[src/rtl/avalon16_wb32_pkg.sv]
// Shared definitions for the Avalon-16 to Wishbone-32 bridge.
package avalon16_wb32_pkg;

  typedef enum logic [1:0] {
    IDLE = 2'd0,
    BUS  = 2'd1,
    RESP = 2'd2
  } state_t;

  localparam logic [15:0] ERR_DATA = 16'hDEAD;

endpackage

[src/rtl/wb_timeout_cnt.sv]
// Counts Wishbone bus cycles and flags the cycle on which TIMEOUT is reached.
module wb_timeout_cnt #(
  parameter logic [7:0] TIMEOUT = 8'd255
) (
  input  logic clk,
  input  logic reset_n,
  input  logic en,
  input  logic clr,
  output logic expired
);

  logic [7:0] cnt;

  // cnt holds the number of bus cycles already completed, so the current cycle is cnt+1
  assign expired = en & (({1'b0, cnt} + 9'd1) >= {1'b0, TIMEOUT});

  always_ff @(posedge clk or negedge reset_n) begin
    if (!reset_n)             cnt <= 8'd0;
    else if (clr)             cnt <= 8'd0;
    else if (en && !expired)  cnt <= cnt + 8'd1;
  end

endmodule

[src/rtl/avalon16_wb32.sv]
// Avalon-MM 16-bit slave to Wishbone classic 32-bit master bridge, one
// transfer in flight, with sticky error flag and bus timeout.
module avalon16_wb32
  import avalon16_wb32_pkg::*;
#(
  parameter logic [31:0] WB_BASE = 32'h0000_0000,
  parameter logic [7:0]  TIMEOUT = 8'd255
) (
  input  logic        clk,
  input  logic        reset_n,
  input  logic        avs_chipselect_i,
  input  logic [21:0] avs_address_i,
  input  logic [1:0]  avs_byteenable_n_i,
  input  logic        avs_read_n_i,
  input  logic        avs_write_n_i,
  input  logic [15:0] avs_writedata_i,
  output logic [15:0] avs_readdata_o,
  output logic        avs_waitrequest_o,
  output logic        avs_readdatavalid_o,
  output logic [31:0] wbm_addr_o,
  output logic [31:0] wbm_data_o,
  input  logic [31:0] wbm_data_i,
  output logic [3:0]  wbm_sel_o,
  output logic        wbm_we_o,
  output logic        wbm_cyc_o,
  output logic        wbm_stb_o,
  input  logic        wbm_ack_i,
  input  logic        wbm_err_i,
  output logic        bus_error_o
);

  state_t state, state_nxt;
  logic   wr_req, rd_req, accept, wr_empty;
  logic   bus_end, bus_err, tmo;
  logic   hi_q, rd_q;

  assign wr_req   = avs_chipselect_i & ~avs_write_n_i;
  assign rd_req   = avs_chipselect_i & ~avs_read_n_i & avs_write_n_i;
  assign accept   = (state == IDLE) & (wr_req | rd_req);
  assign wr_empty = &avs_byteenable_n_i;

  assign avs_waitrequest_o   = (state != IDLE);
  assign avs_readdatavalid_o = (state == RESP) & rd_q;
  assign wbm_stb_o           = wbm_cyc_o;

  wb_timeout_cnt #(.TIMEOUT(TIMEOUT)) u_tmo (
    .clk     (clk),
    .reset_n (reset_n),
    .en      (state == BUS),
    .clr     (state != BUS),
    .expired (tmo)
  );

  always_ff @(posedge clk or negedge reset_n) begin
    if (!reset_n) state <= IDLE;
    else          state <= state_nxt;
  end

  always_comb begin
    state_nxt = state;
    bus_end   = 1'b0;
    bus_err   = 1'b0;
    case (state)
      IDLE: begin
        if (wr_req)      state_nxt = wr_empty ? RESP : BUS;
        else if (rd_req) state_nxt = BUS;
      end
      BUS: begin
        // an ack landing on the final allowed cycle still counts as success
        bus_err = wbm_err_i | (tmo & ~wbm_ack_i);
        bus_end = wbm_ack_i | bus_err;
        if (bus_end) state_nxt = RESP;
      end
      RESP:    state_nxt = IDLE;
      default: state_nxt = IDLE;
    endcase
  end

  always_ff @(posedge clk or negedge reset_n) begin
    if (!reset_n) begin
      wbm_addr_o     <= 32'd0;
      wbm_data_o     <= 32'd0;
      wbm_sel_o      <= 4'd0;
      wbm_we_o       <= 1'b0;
      wbm_cyc_o      <= 1'b0;
      hi_q           <= 1'b0;
      rd_q           <= 1'b0;
      avs_readdata_o <= 16'd0;
      bus_error_o    <= 1'b0;
    end else begin
      if (accept) begin
        wbm_addr_o <= WB_BASE + {9'd0, avs_address_i[21:1], 2'b00};
        wbm_data_o <= avs_address_i[0] ? {avs_writedata_i, 16'd0} : {16'd0, avs_writedata_i};
        if (rd_req)                wbm_sel_o <= 4'b1111;
        else if (avs_address_i[0]) wbm_sel_o <= {~avs_byteenable_n_i, 2'b00};
        else                       wbm_sel_o <= {2'b00, ~avs_byteenable_n_i};
        wbm_we_o  <= wr_req & ~wr_empty;
        wbm_cyc_o <= rd_req | ~wr_empty;
        hi_q      <= avs_address_i[0];
        rd_q      <= rd_req;
      end
      if ((state == BUS) && bus_end) begin
        wbm_cyc_o <= 1'b0;
        wbm_we_o  <= 1'b0;
        if (rd_q)
          avs_readdata_o <= bus_err ? ERR_DATA : (hi_q ? wbm_data_i[31:16] : wbm_data_i[15:0]);
        if (bus_err) bus_error_o <= 1'b1;
      end
    end
  end

endmodule
[config.mk]
export PLATFORM = sky130hd
export DESIGN_NAME = avalon16_wb32
export DESIGN_NICKNAME = d
export VERILOG_FILES = /design/src/rtl/avalon16_wb32_pkg.sv /design/src/rtl/wb_timeout_cnt.sv /design/src/rtl/avalon16_wb32.sv
export SDC_FILE = /design/constraint.sdc
export NUM_CORES = 1
export LEC_CHECK = 0
export ABC_AREA = 0
export BUFFER_PORTS_ARGS = -buffer_cell sky130_fd_sc_hd__buf_2
export CORE_MARGIN = 2
export CORE_UTILIZATION = 40
export CTS_BUF_LIST = sky130_fd_sc_hd__clkbuf_2
export DETAILED_ROUTE_END_ITERATION = 7
export PLACE_DENSITY = 0.68
export RECOVER_POWER = 100
export SYNTH_ARGS = -nofsm -noshare
export SYNTH_HDL_FRONTEND = slang
export SYNTH_HIERARCHICAL = 1
export SYNTH_SLANG_ARGS = --single-unit
export TNS_END_PERCENT = 50
[constraint.sdc]
create_clock -name clk -period 2.95 [get_ports clk]
set_input_delay 0.59 -clock clk [delete_from_list [all_inputs] [get_ports clk]]
set_output_delay 0.59 -clock clk [all_outputs]
set_load 0.02 [all_outputs]
==> qor.yml <==
synthesis:
  synth_area_sq_um: 4250
  synthFlopType: "dfrtp_1"
  ys_seq_area_share_pct: 51.8
  syn_inst: 368
  avgSynthCellArea_sq_um: 11.6
  synth_warnings: 6
  ys_seq_elements: 88
  synth.distinct_cells: 47
  synth-edff-count: 0
  async_flop_share_pct: 100
worst_setup_path:
  crit_arrival_ns: 3.08
  critPathCaptureType: "flip-flop"
  path_class: "flip-flop to flip-flop"
  rr_worst_depth: 4
  worstPathMaxFanout: 51
  worstPathCellList: "nor2_1 -> and3_1 -> buf_2 -> mux2_2"
  crit_family: "buffers and inverters"
  worstSetupStartpointType: "flip-flop"
  cp.depth: 4
  cpMaxStageDelayCell: "buf_2"
  critPathBufInv: 1
  worst_path_largest_cell_delay_ns: 0.99
  required_ns: 3.40
timing:
  timing.fmax_ghz: 0.379
  final_max_slew_viol_count: 89
  rsz0062_at_grt: "no"
  max_slew_margin_pct: -43.5
  skew_ns: 0.0243
  tightest_slew_ns: 2.15
  finalSetupViolCount: 0
  final_hold_viol_count: 0
  holdWs_ns: 0.245
  min_period_ns: 2.64
  tns_ns: 0
  final.period_utilization_pct: 89.4
clocking:
  cts_buffers: 9
  path_clk_slew_ns: 0.26
  ctsHtreeMaxLevel: 3
  cts_num_sinks: 88
  postCtsSetupBuffers: 0
  clk_path_buf_depth: 2
  cts_tree: "built"
  clk_latency_ns: 0.55
  root_buffer: "clkbuf_2"
placed_design:
  dp_hpwl_um: 6920
  dp_cells: 644
  gp_congestion: 0.821
  portBuffers: 157
  placed_area_sq_um: 5090
finish:
  final_design_area_no_fill_sq_um: 5070
  drive_gt1_share_pct: 27.2
  final_cell_mix: "dfrtp_1, clkbuf_1, buf_2, mux2_2, mux2i_1"
  fillers: 1003
  syn2layout_area_growth_pct: 19.1
  mostFrequentLayoutCell: "dfrtp_1"
  fin_cells: 662
  fin_nets: 601
grt:
  antenna_found_initial: 0
  grt.overflow.total: 0
  grt_pass1_vias: 3272
  grt_max_degree: 89
  grt_pass1_wl_um: 15200
  grt_usage_pct: 16.8
pwr:
  pwr-share-clk_pct: 16.5
  p_int_w: 0.00227
  ir_worst_vdd_v: 0.000287
  p_leak_nw: 2.32
  p_comb_share_pct: 37.1
  pwr-share-seq_pct: 46.4
  switchingPower_w: 0.00159
  switching_share_pct: 41.2
  p_per_area_nw_per_um2: 762
route:
  viasPerCell: 5.03
  vias: 3330
  ant_nets: 0
  wl_per_cell_um: 14.7
  drtPass1Iterations: 4
  drt-total-wl_um: 9720
  drc_errors: 0
  drtIter0Drc: 169
floorplan:
  die_h_um: 107
  initial_core_util_pct: 41.2
  core_sq_um: 10300
  core.rowCount: 37
  io_pins: 169
  die-width_um: 107
  die-area_sq_um: 11500
run:
  drv_cap: 1
worst_hold_path:
  hold_depth: 3
  min_path_type: "primary input to flip-flop"
status:
  violations: "max-capacitance violations, max-slew violations"
  status: "finished, violations left"
## power groups by stage
stage | clock [W] | sequential, W | combinational [W]
2_1_floorplan | 0 | 0.00218 | 0.000638
3_3_place_gp | 0 | 0.00179 | 0.00154
3_5_place_dp | 0 | 0.00181 | 0.00157
4_1_cts | 0.000666 | 0.00179 | 0.00157
5_1_grt | 0.000721 | 0.00184 | 0.00155
6_report | 0.000636 | 0.00179 | 0.00143
## synth_stat cells, types with 3 or more instances
| cell type | instances | area, sq um |
|---|---|---|
| nor2b_1 | 20 | 125 |
| inv_1 | 23 | 86.3 |
| o21ai_0 | 6 | 30.0 |
| dfrtp_1 | 88 | 2200 |
| a31oi_1 | 22 | 138 |
| nor2_1 | 13 | 48.8 |
| a21oi_1 | 4 | 20.0 |
| mux2_2 | 39 | 439 |
| buf_4 | 16 | 120 |
| mux2i_1 | 33 | 330 |
| nand3_1 | 5 | 25.0 |
| clkbuf_1 | 5 | 18.8 |
| xor2_1 | 4 | 35.0 |
| mux2_4 | 5 | 75.1 |
| o31ai_1 | 12 | 90.1 |
| buf_6 | 4 | 45.0 |
| buf_2 | 8 | 40.0 |
| nand2_1 | 25 | 93.8 |
| nand4_1 | 3 | 18.8 |
## final cells by class
type	count	area, sq um	share of cell area (%)
flip-flops and latches	88	2200	43.5
multi-input cells	232	1740	34.4
repair buffers	166	743	14.7
well taps	136	170	3.36
inverters	23	86.3	1.70
clock inverters	7	76.3	1.51
clock buffers	9	45.0	0.889
diodes	1	2.50	0.0494
## kinds of logic after synthesis
kind of cell / count (synthesis) / share of synthesized area (%)
flops: 88 / 51.8
simple gates: 79 / 9.35
mux: 77 / 19.9
compound gates: 59 / 9.68
buf+inv: 58 / 7.85
xor+xnor: 4 / 0.823
fa+ha+maj: 2 / 0.588
other cells: 1 / 0.0882
## sequential cells by signal (all words and copies together), names as in the netlist
| name | count |
|---|---|
| u_tmo/cnt | 8 |
| bus_error_o | 1 |
| avs_readdata_o | 16 |
| wbm_cyc_o | 1 |
| hi_q | 1 |
| rd_q | 1 |
| wbm_sel_o | 4 |
| wbm_addr_o | 21 |
| wbm_we_o | 1 |
| state | 2 |
| wbm_data_o | 32 |
## through the flow
stage          total power, W  worst slack [ns]  utilization, %
6_report              0.00386             0.313            49.1
5_1_grt               0.00412            0.0245            49.1
4_1_cts               0.00402             0.337            50.5
3_5_place_dp          0.00337            0.0214            49.3
3_3_place_gp          0.00333             0.160            49.3
2_1_floorplan         0.00282             0.558               -
## worst reg2reg max path, delay by kind of cell, from the launching register on
kind	cells	cell delay, ns
flip-flops	1	0.47
AND/OR/NAND/NOR	2	0.64
multiplexers	1	0.45
buffers and inverters	1	0.99
## timing repair
| action | CTS | global route |
|---|---|---|
| hold endpoints to repair | 0 | 25 |
| resized for setup | 1 | 0 |
| endpoints found under the setup margin | 4 | 0 |
| hold buffers | 0 | 1 |
## final timing paths
kind	start	slack, ns	to
worst min register to register	bus_error_o	0.51	bus_error_o
max in group asynchronous	reset_n	0.44	wbm_addr_o[16]
worst max-delay path	state[0]	0.31	wbm_addr_o[20]
worst max register to register	state[0]	0.31	wbm_addr_o[20]
worst min-delay path	avs_writedata_i[7]	0.24	wbm_data_o[23]
min in group asynchronous	reset_n	1.27	wbm_data_o[4]
## metal layers
metal  GRT usage, %  up-vias  wire length, um
met1           20.3     1613             4130
met3           2.86       19              554
met5              0        -                0
li1               -     1565                -
met4           8.91        0              238
met2           28.4      133             4800
No activity file was read; power rests on OpenSTA's default activity.
